--- config.mk ---
export PLATFORM = sky130hd
export DESIGN_NAME = fpu_add_pipe
export DESIGN_NICKNAME = d
export VERILOG_FILES = /design/src/rtl/fpu_pkg.sv /design/src/rtl/fpu_lzc.sv /design/src/rtl/fpu_add_pipe.sv
export SDC_FILE = /design/constraint.sdc
export NUM_CORES = 1
export LEC_CHECK = 0
export BUFFER_PORTS_ARGS = -buffer_cell sky130_fd_sc_hd__buf_4
export CORE_MARGIN = 2
export CORE_UTILIZATION = 45
export DETAILED_ROUTE_END_ITERATION = 7
export GPL_TIMING_DRIVEN = 0
export PLACE_DENSITY = 0.69
export SLEW_MARGIN = 20
export SYNTH_ARGS = -nofsm -noshare
export SYNTH_HDL_FRONTEND = slang
export SYNTH_HIERARCHICAL = 1
export SYNTH_SLANG_ARGS = --single-unit
--- constraint.sdc ---
create_clock -name clk -period 16.6 [get_ports clk]
set_input_delay 0.83 -clock clk [delete_from_list [all_inputs] [get_ports clk]]
set_output_delay 0.83 -clock clk [all_outputs]
set_load 0.005 [all_outputs]
--- src/rtl/fpu_pkg.sv ---
// Shared types and helpers for the pipelined floating-point adder.
// Holds operand classes, flag bit positions, stage control and the canonical qNaN.
package fpu_pkg;

  typedef enum logic [1:0] {
    ZERO = 2'd0,
    NORM = 2'd1,
    INF  = 2'd2,
    NAN  = 2'd3
  } fp_class_e;

  localparam int FLAG_W         = 4;
  localparam int FLAG_INEXACT   = 0;
  localparam int FLAG_UNDERFLOW = 1;
  localparam int FLAG_OVERFLOW  = 2;
  localparam int FLAG_INVALID   = 3;

  typedef struct packed {
    logic              valid;
    logic              special;
    logic [FLAG_W-1:0] spec_flags;
  } stage_ctl_t;

  // Quiet NaN: sign 0, exponent all ones, top fraction bit set, rest clear.
  function automatic logic [63:0] qnan_bits(input int exp_w, input int man_w);
    logic [63:0] v;
    v = 64'd0;
    for (int i = 0; i < 64; i++) begin
      v[i] = ((i >= man_w) && (i < man_w + exp_w)) || (i == man_w - 1);
    end
    return v;
  endfunction

  function automatic fp_class_e classify(input logic exp_zero, input logic exp_ones,
                                         input logic frac_zero);
    fp_class_e c;
    if (exp_zero) begin
      c = ZERO;
    end else if (!exp_ones) begin
      c = NORM;
    end else if (frac_zero) begin
      c = INF;
    end else begin
      c = NAN;
    end
    return c;
  endfunction

endpackage

--- src/rtl/fpu_lzc.sv ---
// Leading-zero counter; an all-zero input reports WIDTH.
module fpu_lzc #(
  parameter int WIDTH = 28,
  parameter int CNT_W = $clog2(WIDTH + 1)
) (
  input  logic [WIDTH-1:0] i_vec,
  output logic [CNT_W-1:0] o_cnt
);

  // Highest set bit wins because the scan runs upward.
  always_comb begin
    o_cnt = CNT_W'(WIDTH);
    for (int i = 0; i < WIDTH; i++) begin
      o_cnt = i_vec[i] ? CNT_W'(WIDTH - 1 - i) : o_cnt;
    end
  end

endmodule

--- src/rtl/fpu_add_pipe.sv ---
// Three-stage floating-point adder/subtractor with round-to-nearest-even,
// flush-to-zero denormals and a fully back-pressured valid/ready stream.
module fpu_add_pipe
  import fpu_pkg::*;
#(
  parameter int EXP_W = 8,
  parameter int MAN_W = 23
) (
  input  logic                   clk,
  input  logic                   rst,
  input  logic                   in_valid,
  output logic                   in_ready,
  input  logic [EXP_W+MAN_W:0]   op_a,
  input  logic [EXP_W+MAN_W:0]   op_b,
  input  logic                   op_sub,
  output logic                   out_valid,
  input  logic                   out_ready,
  output logic [EXP_W+MAN_W:0]   result,
  output logic [FLAG_W-1:0]      flags
);

  localparam int W     = EXP_W + MAN_W + 1;
  localparam int SIG_W = MAN_W + 4;
  localparam int SUM_W = MAN_W + 5;
  localparam int EW2   = EXP_W + 2;
  localparam int LZW   = $clog2(SUM_W + 1);
  localparam logic [W-1:0]     QNAN     = W'(qnan_bits(EXP_W, MAN_W));
  localparam logic [EXP_W-1:0] EXP_ONES = {EXP_W{1'b1}};

  typedef struct packed {
    stage_ctl_t       ctl;
    logic [W-1:0]     spec_word;
    logic             sign_l;
    logic             eff_sub;
    logic [EXP_W-1:0] exp_l;
    logic [SIG_W-1:0] sig_l;
    logic [SIG_W-1:0] sig_s;
  } s1_t;

  typedef struct packed {
    stage_ctl_t       ctl;
    logic [W-1:0]     spec_word;
    logic             sign;
    logic [EXP_W-1:0] exp_l;
    logic [SUM_W-1:0] sum;
  } s2_t;

  logic             w_adv;
  logic             w_sa;
  logic             w_sb;
  logic             w_a_ge;
  fp_class_e        w_cls_a;
  fp_class_e        w_cls_b;
  logic [EXP_W-1:0] w_exp_s;
  logic [MAN_W-1:0] w_frac_l;
  logic [MAN_W-1:0] w_frac_s;
  logic [EXP_W-1:0] w_diff;
  logic [2*SIG_W-1:0] w_ext;
  s1_t              w_s1;
  s1_t              r_s1;
  s2_t              w_s2;
  s2_t              r_s2;
  logic [LZW-1:0]   w_lz;
  logic [MAN_W+2:0] w_norm;
  logic [EW2-1:0]   w_exp_n;
  logic [EW2-1:0]   w_exp_f;
  logic             w_round_up;
  logic             w_inexact;
  logic [MAN_W+1:0] w_rs;
  logic [W-1:0]     w_res;
  logic [FLAG_W-1:0] w_flags;
  logic             r_out_valid;
  logic [W-1:0]     r_result;
  logic [FLAG_W-1:0] r_flags;

  assign in_ready  = out_ready || !r_out_valid;
  assign w_adv     = in_ready;
  assign out_valid = r_out_valid;
  assign result    = r_result;
  assign flags     = r_flags;

  assign w_sa    = op_a[W-1];
  assign w_sb    = op_b[W-1] ^ op_sub;
  assign w_a_ge  = op_a[W-2:0] >= op_b[W-2:0];
  assign w_cls_a = classify(op_a[W-2:MAN_W] == {EXP_W{1'b0}}, op_a[W-2:MAN_W] == EXP_ONES,
                            op_a[MAN_W-1:0] == {MAN_W{1'b0}});
  assign w_cls_b = classify(op_b[W-2:MAN_W] == {EXP_W{1'b0}}, op_b[W-2:MAN_W] == EXP_ONES,
                            op_b[MAN_W-1:0] == {MAN_W{1'b0}});

  // S1: swap to larger magnitude, align smaller significand, resolve specials.
  always_comb begin
    w_s1             = '0;
    w_s1.ctl.valid   = in_valid;
    w_s1.eff_sub     = w_sa ^ w_sb;
    if (w_a_ge) begin
      w_s1.sign_l = w_sa;
      w_s1.exp_l  = op_a[W-2:MAN_W];
      w_frac_l    = op_a[MAN_W-1:0];
      w_exp_s     = op_b[W-2:MAN_W];
      w_frac_s    = op_b[MAN_W-1:0];
    end else begin
      w_s1.sign_l = w_sb;
      w_s1.exp_l  = op_b[W-2:MAN_W];
      w_frac_l    = op_b[MAN_W-1:0];
      w_exp_s     = op_a[W-2:MAN_W];
      w_frac_s    = op_a[MAN_W-1:0];
    end
    w_diff     = w_s1.exp_l - w_exp_s;
    w_s1.sig_l = {1'b1, w_frac_l, 3'b000};
    w_ext      = {1'b1, w_frac_s, 3'b000, {SIG_W{1'b0}}} >> w_diff;
    if (int'(w_diff) >= MAN_W + 3) begin
      w_s1.sig_s = {{(SIG_W-1){1'b0}}, 1'b1};
    end else begin
      w_s1.sig_s = w_ext[2*SIG_W-1:SIG_W] | {{(SIG_W-1){1'b0}}, |w_ext[SIG_W-1:0]};
    end

    w_s1.ctl.special = 1'b1;
    if (w_cls_a == NAN || w_cls_b == NAN) begin
      w_s1.spec_word                    = QNAN;
      w_s1.ctl.spec_flags[FLAG_INVALID] = 1'b1;
    end else if (w_cls_a == INF && w_cls_b == INF) begin
      if (w_s1.eff_sub) begin
        w_s1.spec_word                    = QNAN;
        w_s1.ctl.spec_flags[FLAG_INVALID] = 1'b1;
      end else begin
        w_s1.spec_word = op_a;
      end
    end else if (w_cls_a == INF) begin
      w_s1.spec_word = op_a;
    end else if (w_cls_b == INF) begin
      w_s1.spec_word = {w_sb, op_b[W-2:0]};
    end else if (w_cls_a == ZERO && w_cls_b == ZERO) begin
      w_s1.spec_word = {w_sa & w_sb, {(W-1){1'b0}}};
    end else if (w_cls_a == ZERO) begin
      w_s1.spec_word = {w_sb, op_b[W-2:0]};
    end else if (w_cls_b == ZERO) begin
      w_s1.spec_word = op_a;
    end else begin
      w_s1.ctl.special = 1'b0;
    end
  end

  // S2: magnitude add or subtract; swap guarantees a non-negative difference.
  always_comb begin
    w_s2           = '0;
    w_s2.ctl       = r_s1.ctl;
    w_s2.spec_word = r_s1.spec_word;
    w_s2.exp_l     = r_s1.exp_l;
    if (r_s1.eff_sub) begin
      w_s2.sum = {1'b0, r_s1.sig_l} - {1'b0, r_s1.sig_s};
    end else begin
      w_s2.sum = {1'b0, r_s1.sig_l} + {1'b0, r_s1.sig_s};
    end
    w_s2.sign = (w_s2.sum == {SUM_W{1'b0}}) ? 1'b0 : r_s1.sign_l;
  end

  fpu_lzc #(.WIDTH(SUM_W)) u_lzc (
    .i_vec (r_s2.sum),
    .o_cnt (w_lz)
  );

  // S3: normalise, round to nearest even, then apply range checks.
  always_comb begin
    if (r_s2.sum[SUM_W-1]) begin
      w_norm  = {r_s2.sum[MAN_W+3:2], r_s2.sum[1] | r_s2.sum[0]};
      w_exp_n = {2'b00, r_s2.exp_l} + EW2'(1'b1);
    end else begin
      w_norm  = (MAN_W+3)'(r_s2.sum << (w_lz - LZW'(1'b1)));
      w_exp_n = {2'b00, r_s2.exp_l} - EW2'(w_lz) + EW2'(1'b1);
    end
    w_inexact  = |w_norm[2:0];
    w_round_up = w_norm[2] & (w_norm[1] | w_norm[0] | w_norm[3]);
    w_rs       = {1'b0, 1'b1, w_norm[MAN_W+2:3]} + (MAN_W+2)'(w_round_up);
    w_exp_f    = w_exp_n + EW2'(w_rs[MAN_W+1]);

    w_flags = '0;
    if (r_s2.ctl.special) begin
      w_res   = r_s2.spec_word;
      w_flags = r_s2.ctl.spec_flags;
    end else if (r_s2.sum == {SUM_W{1'b0}}) begin
      w_res = {W{1'b0}};
    end else if (w_exp_n[EW2-1] || w_exp_n == {EW2{1'b0}}) begin
      w_res                   = {r_s2.sign, {(W-1){1'b0}}};
      w_flags[FLAG_UNDERFLOW] = 1'b1;
      w_flags[FLAG_INEXACT]   = 1'b1;
    end else if (w_exp_f >= {2'b00, EXP_ONES}) begin
      w_res                  = {r_s2.sign, EXP_ONES, {MAN_W{1'b0}}};
      w_flags[FLAG_OVERFLOW] = 1'b1;
      w_flags[FLAG_INEXACT]  = 1'b1;
    end else begin
      w_res = {r_s2.sign, w_exp_f[EXP_W-1:0],
               w_rs[MAN_W+1] ? w_rs[MAN_W:1] : w_rs[MAN_W-1:0]};
      w_flags[FLAG_INEXACT] = w_inexact;
    end
  end

  // Pipeline registers; every stage freezes together while the output is stalled.
  always_ff @(posedge clk) begin
    if (rst) begin
      r_s1        <= '0;
      r_s2        <= '0;
      r_out_valid <= 1'b0;
      r_result    <= '0;
      r_flags     <= '0;
    end else if (w_adv) begin
      r_s1        <= w_s1;
      r_s2        <= w_s2;
      r_out_valid <= r_s2.ctl.valid;
      r_result    <= w_res;
      r_flags     <= w_flags;
    end
  end

endmodule

==> impl_results.md <==
* Largest net degree at the start of global routing at 16
* RSZ-0062 raised after global routing: false
* Die area at 39600 sq um
* Top cell type's share of synthesized area at 24.0%
* Design Power at 0.00241 W
* Post-synthesis mux area share at 9.67%
* CP Launch Type: register
* Die Height at 199 microns
* Worst path max stage delay at 0.68 ns
* Pwr dens at 125 nW/um^2
* Total number of vias at 18703
* Skew-Pair Late Insertion Delay at 0.53 ns
* Crit-path max FO at 11
* Starting Density at 45.5%
* Syn Std Cell Area at 17100 sq um
* YS warnings at 6
* Synth Flop Type: dfxtp_1
* CTS Root Cell: clkbuf_16
* Most used cell, CP: ha_1
* Placed Instance Area at 18500 sq um
* Buffers added on ports at 103
* Leak at 7.59 nW
* Area grow syn2layout at 12.5%
* Nets at 2587
* Fmax at 114 MHz
* Max-slew violation count at 0
* Die outline width at 199 microns
* Synth Area in Simple Gates at 23.3%
* Io pins at 107
* Number of synthesized flops with an enable pin at 0
* Worst hold path type: register to register
* Initial antenna violation count at 0
* Synth cell count leaders: 297 x nor2_1, 270 x nand2_1, 221 x a21oi_1
* Total negative slack at 0 ns
* Yosys top cell by area: dfxtp_1
* Final worst-path cycle share at 52.6%
* Filler Cells Inserted at 3765
* WP data required at 16.99 ns
* Final instance area at 19200 sq um
* Post-DR vias/cell at 6.35
* Setup Buffers After CTS at 0
* Vias in the first global route at 18118
* Core area at 37600 sq um
* Rel. slew slack at 23.5%
* Routability Congestion at 1.06
* Cell depth of the worst setup path at 34
* Num CTS Buffers at 22
* Total global-route track usage at 35.4%
* Clk pin slew, worst setup/hold paths at 0.06 ns
* WHS Path Cells at 2
* CTS H-tree lvls at 1
* Slowest cell on the critical path: dfxtp_1
* Post-synthesis sequential area ratio at 24.0%
* Grt ovf at 0
* Residual DRC at 0
* Sink Count at 205
* Top delay family on crit path: simple AND/OR/NAND/NOR gates
* Adder-Cell Fraction of Synth Area at 7.11%
* Max-cap check violation count at 0
* # diodes at 0
* CTS-repair resized insts at 0
* Largest family of logic cells by synthesized area: compound AO/OA/AOI/OAI gates
* Post-route minimum period at 8.74 ns
* Util after Layout at 51.2%
* Final HPWL DP at 56100 microns
* Global-route wire length before repair at 108000 microns
* Setup violation total in the final timing report at 0
* Count leader, synth: nor2_1
* Pre-antenna DRT Iters at 8
* Row count at 71
* Syn_nets at 2460
* Library cells used by synthesis at 96
* FFs w/ async S/R, synth at 0%
* Slew @ Worst Pin at 1.14 ns
* Status: completed
* Critical Setup Path Class: register to register
* DRT antenna net count at 0
* Max clock buf depth at 3
* Clock Skews at 0.0252 ns
* CP arrival at 9.13 ns
* Xor/xnor share of the synthesized area at 3.45%
* Post-CTS Hold Fix Bufs at 0
* WL/cell at 24.0 microns
* Syn Inst Count at 2295
* Post-Route WL at 70700 microns
* Ranking of synthesized cells by area: dfxtp_1 24%, ha_1 6.9%, nor2_1 6.5%
* Syn_area_per_cell at 7.46 sq um
* Ratio of cells with drive above 1 in the final layout at 10.9%
* Maximum vdd ir drop at 67.8 uV
* WP buf/inv at 6
* Synth Area in Compound Gates at 26.0%
* Synth Register Bits at 205
* Crit end category: register
* Initial drt markers at 2049
* Final Hold Fails at 0
* Worst R2R Path Depth at 34
* CTS tree: built
[logic make-up after synthesis]
logic type / Yosys count
fa+ha+maj: 96
compound gates: 667
mux: 112
simple gates: 869
buf+inv: 282
flops: 205
xor+xnor: 64
[worst reg2reg max path, delay by kind of cell (launching register included)]
kind	cells	cell delay, ns
compound gates	11	2.46
xor+xnor	1	0.19
fa+ha+maj	5	1.17
simple gates	11	2.48
buf+inv	6	1.66
flops	1	0.68
[placed cells by master (no fill, tap or decap), drive strengths merged, types with 34 or more instances in the layout]
| cell type | synthesis | layout |
|---|---|---|
| mux4 | 41 | 41 |
| dfxtp | 205 | 205 |
| ha | 94 | 94 |
| a22oi | 43 | 43 |
| o21ai | 91 | 91 |
| nor3 | 80 | 80 |
| nor4 | 36 | 36 |
| a311oi | 34 | 34 |
| a211oi | 54 | 54 |
| a21oi | 223 | 223 |
| xnor2 | 40 | 40 |
| inv | 124 | 128 |
| mux2i | 55 | 55 |
| nand3 | 59 | 59 |
| nor2 | 301 | 301 |
| clkbuf | 116 | 146 |
| nand2 | 272 | 272 |
| buf | 42 | 145 |
[layout make-up]
class | instances | area (sq um) | area share, %
Tap cell | 511 | 639 | 3.32
Inverter | 124 | 465 | 2.42
Timing Repair Buffer | 103 | 773 | 4.02
Clock buffer | 30 | 611 | 3.17
Buffer | 158 | 647 | 3.36
Multi-Input combinational cell | 1808 | 11900 | 61.9
Sequential cell | 205 | 4100 | 21.3
Clock inverter | 8 | 97.6 | 0.507
[power breakdown]
part | internal, W | leakage (nW) | total [W] | switching [W]
clock | 0.000277 | 0.347 | 0.000489 | 0.000212
combinational | 0.000505 | 5.57 | 0.00133 | 0.000822
sequential | 0.000533 | 1.67 | 0.000592 | 0.0000588
[final timing paths]
check,slack (ns),start,end
setup / recovery,7.86,r_s2[4],result[7]
hold / removal,0.46,flags[2],flags[2]
setup reg to reg,7.86,r_s2[4],result[7]
hold reg to reg,0.46,flags[2],flags[2]
[routing by layer]
layer / part of all wire, % / up-vias / GRT usage [%]
met5: 0 / - / 0
met4: 6.2 / 0 / 18.6
met3: 8.1 / 235 / 5.07
met2: 45 / 991 / 58.3
met1: 40 / 8841 / 45.0
li1: - / 8636 / -
[stage by stage]
step | hold slack [ns] | std cells | setup WS [ns]
after global placement | 0.441 | 2909 | 7.99
after detailed placement | 0.452 | 2909 | 8.02
after global routing | 0.476 | 2947 | 7.05
after CTS | 0.460 | 2947 | 8.00
final | 0.459 | 2947 | 7.86
after floorplan | 0.432 | 2295 | 9.73
[state kept, by name, indices dropped and copies added, names as in the netlist]
register   cells
flags          4
out_valid      1
r_s1          96
r_s2          72
result        32
(Power assumes the default switching activity.)
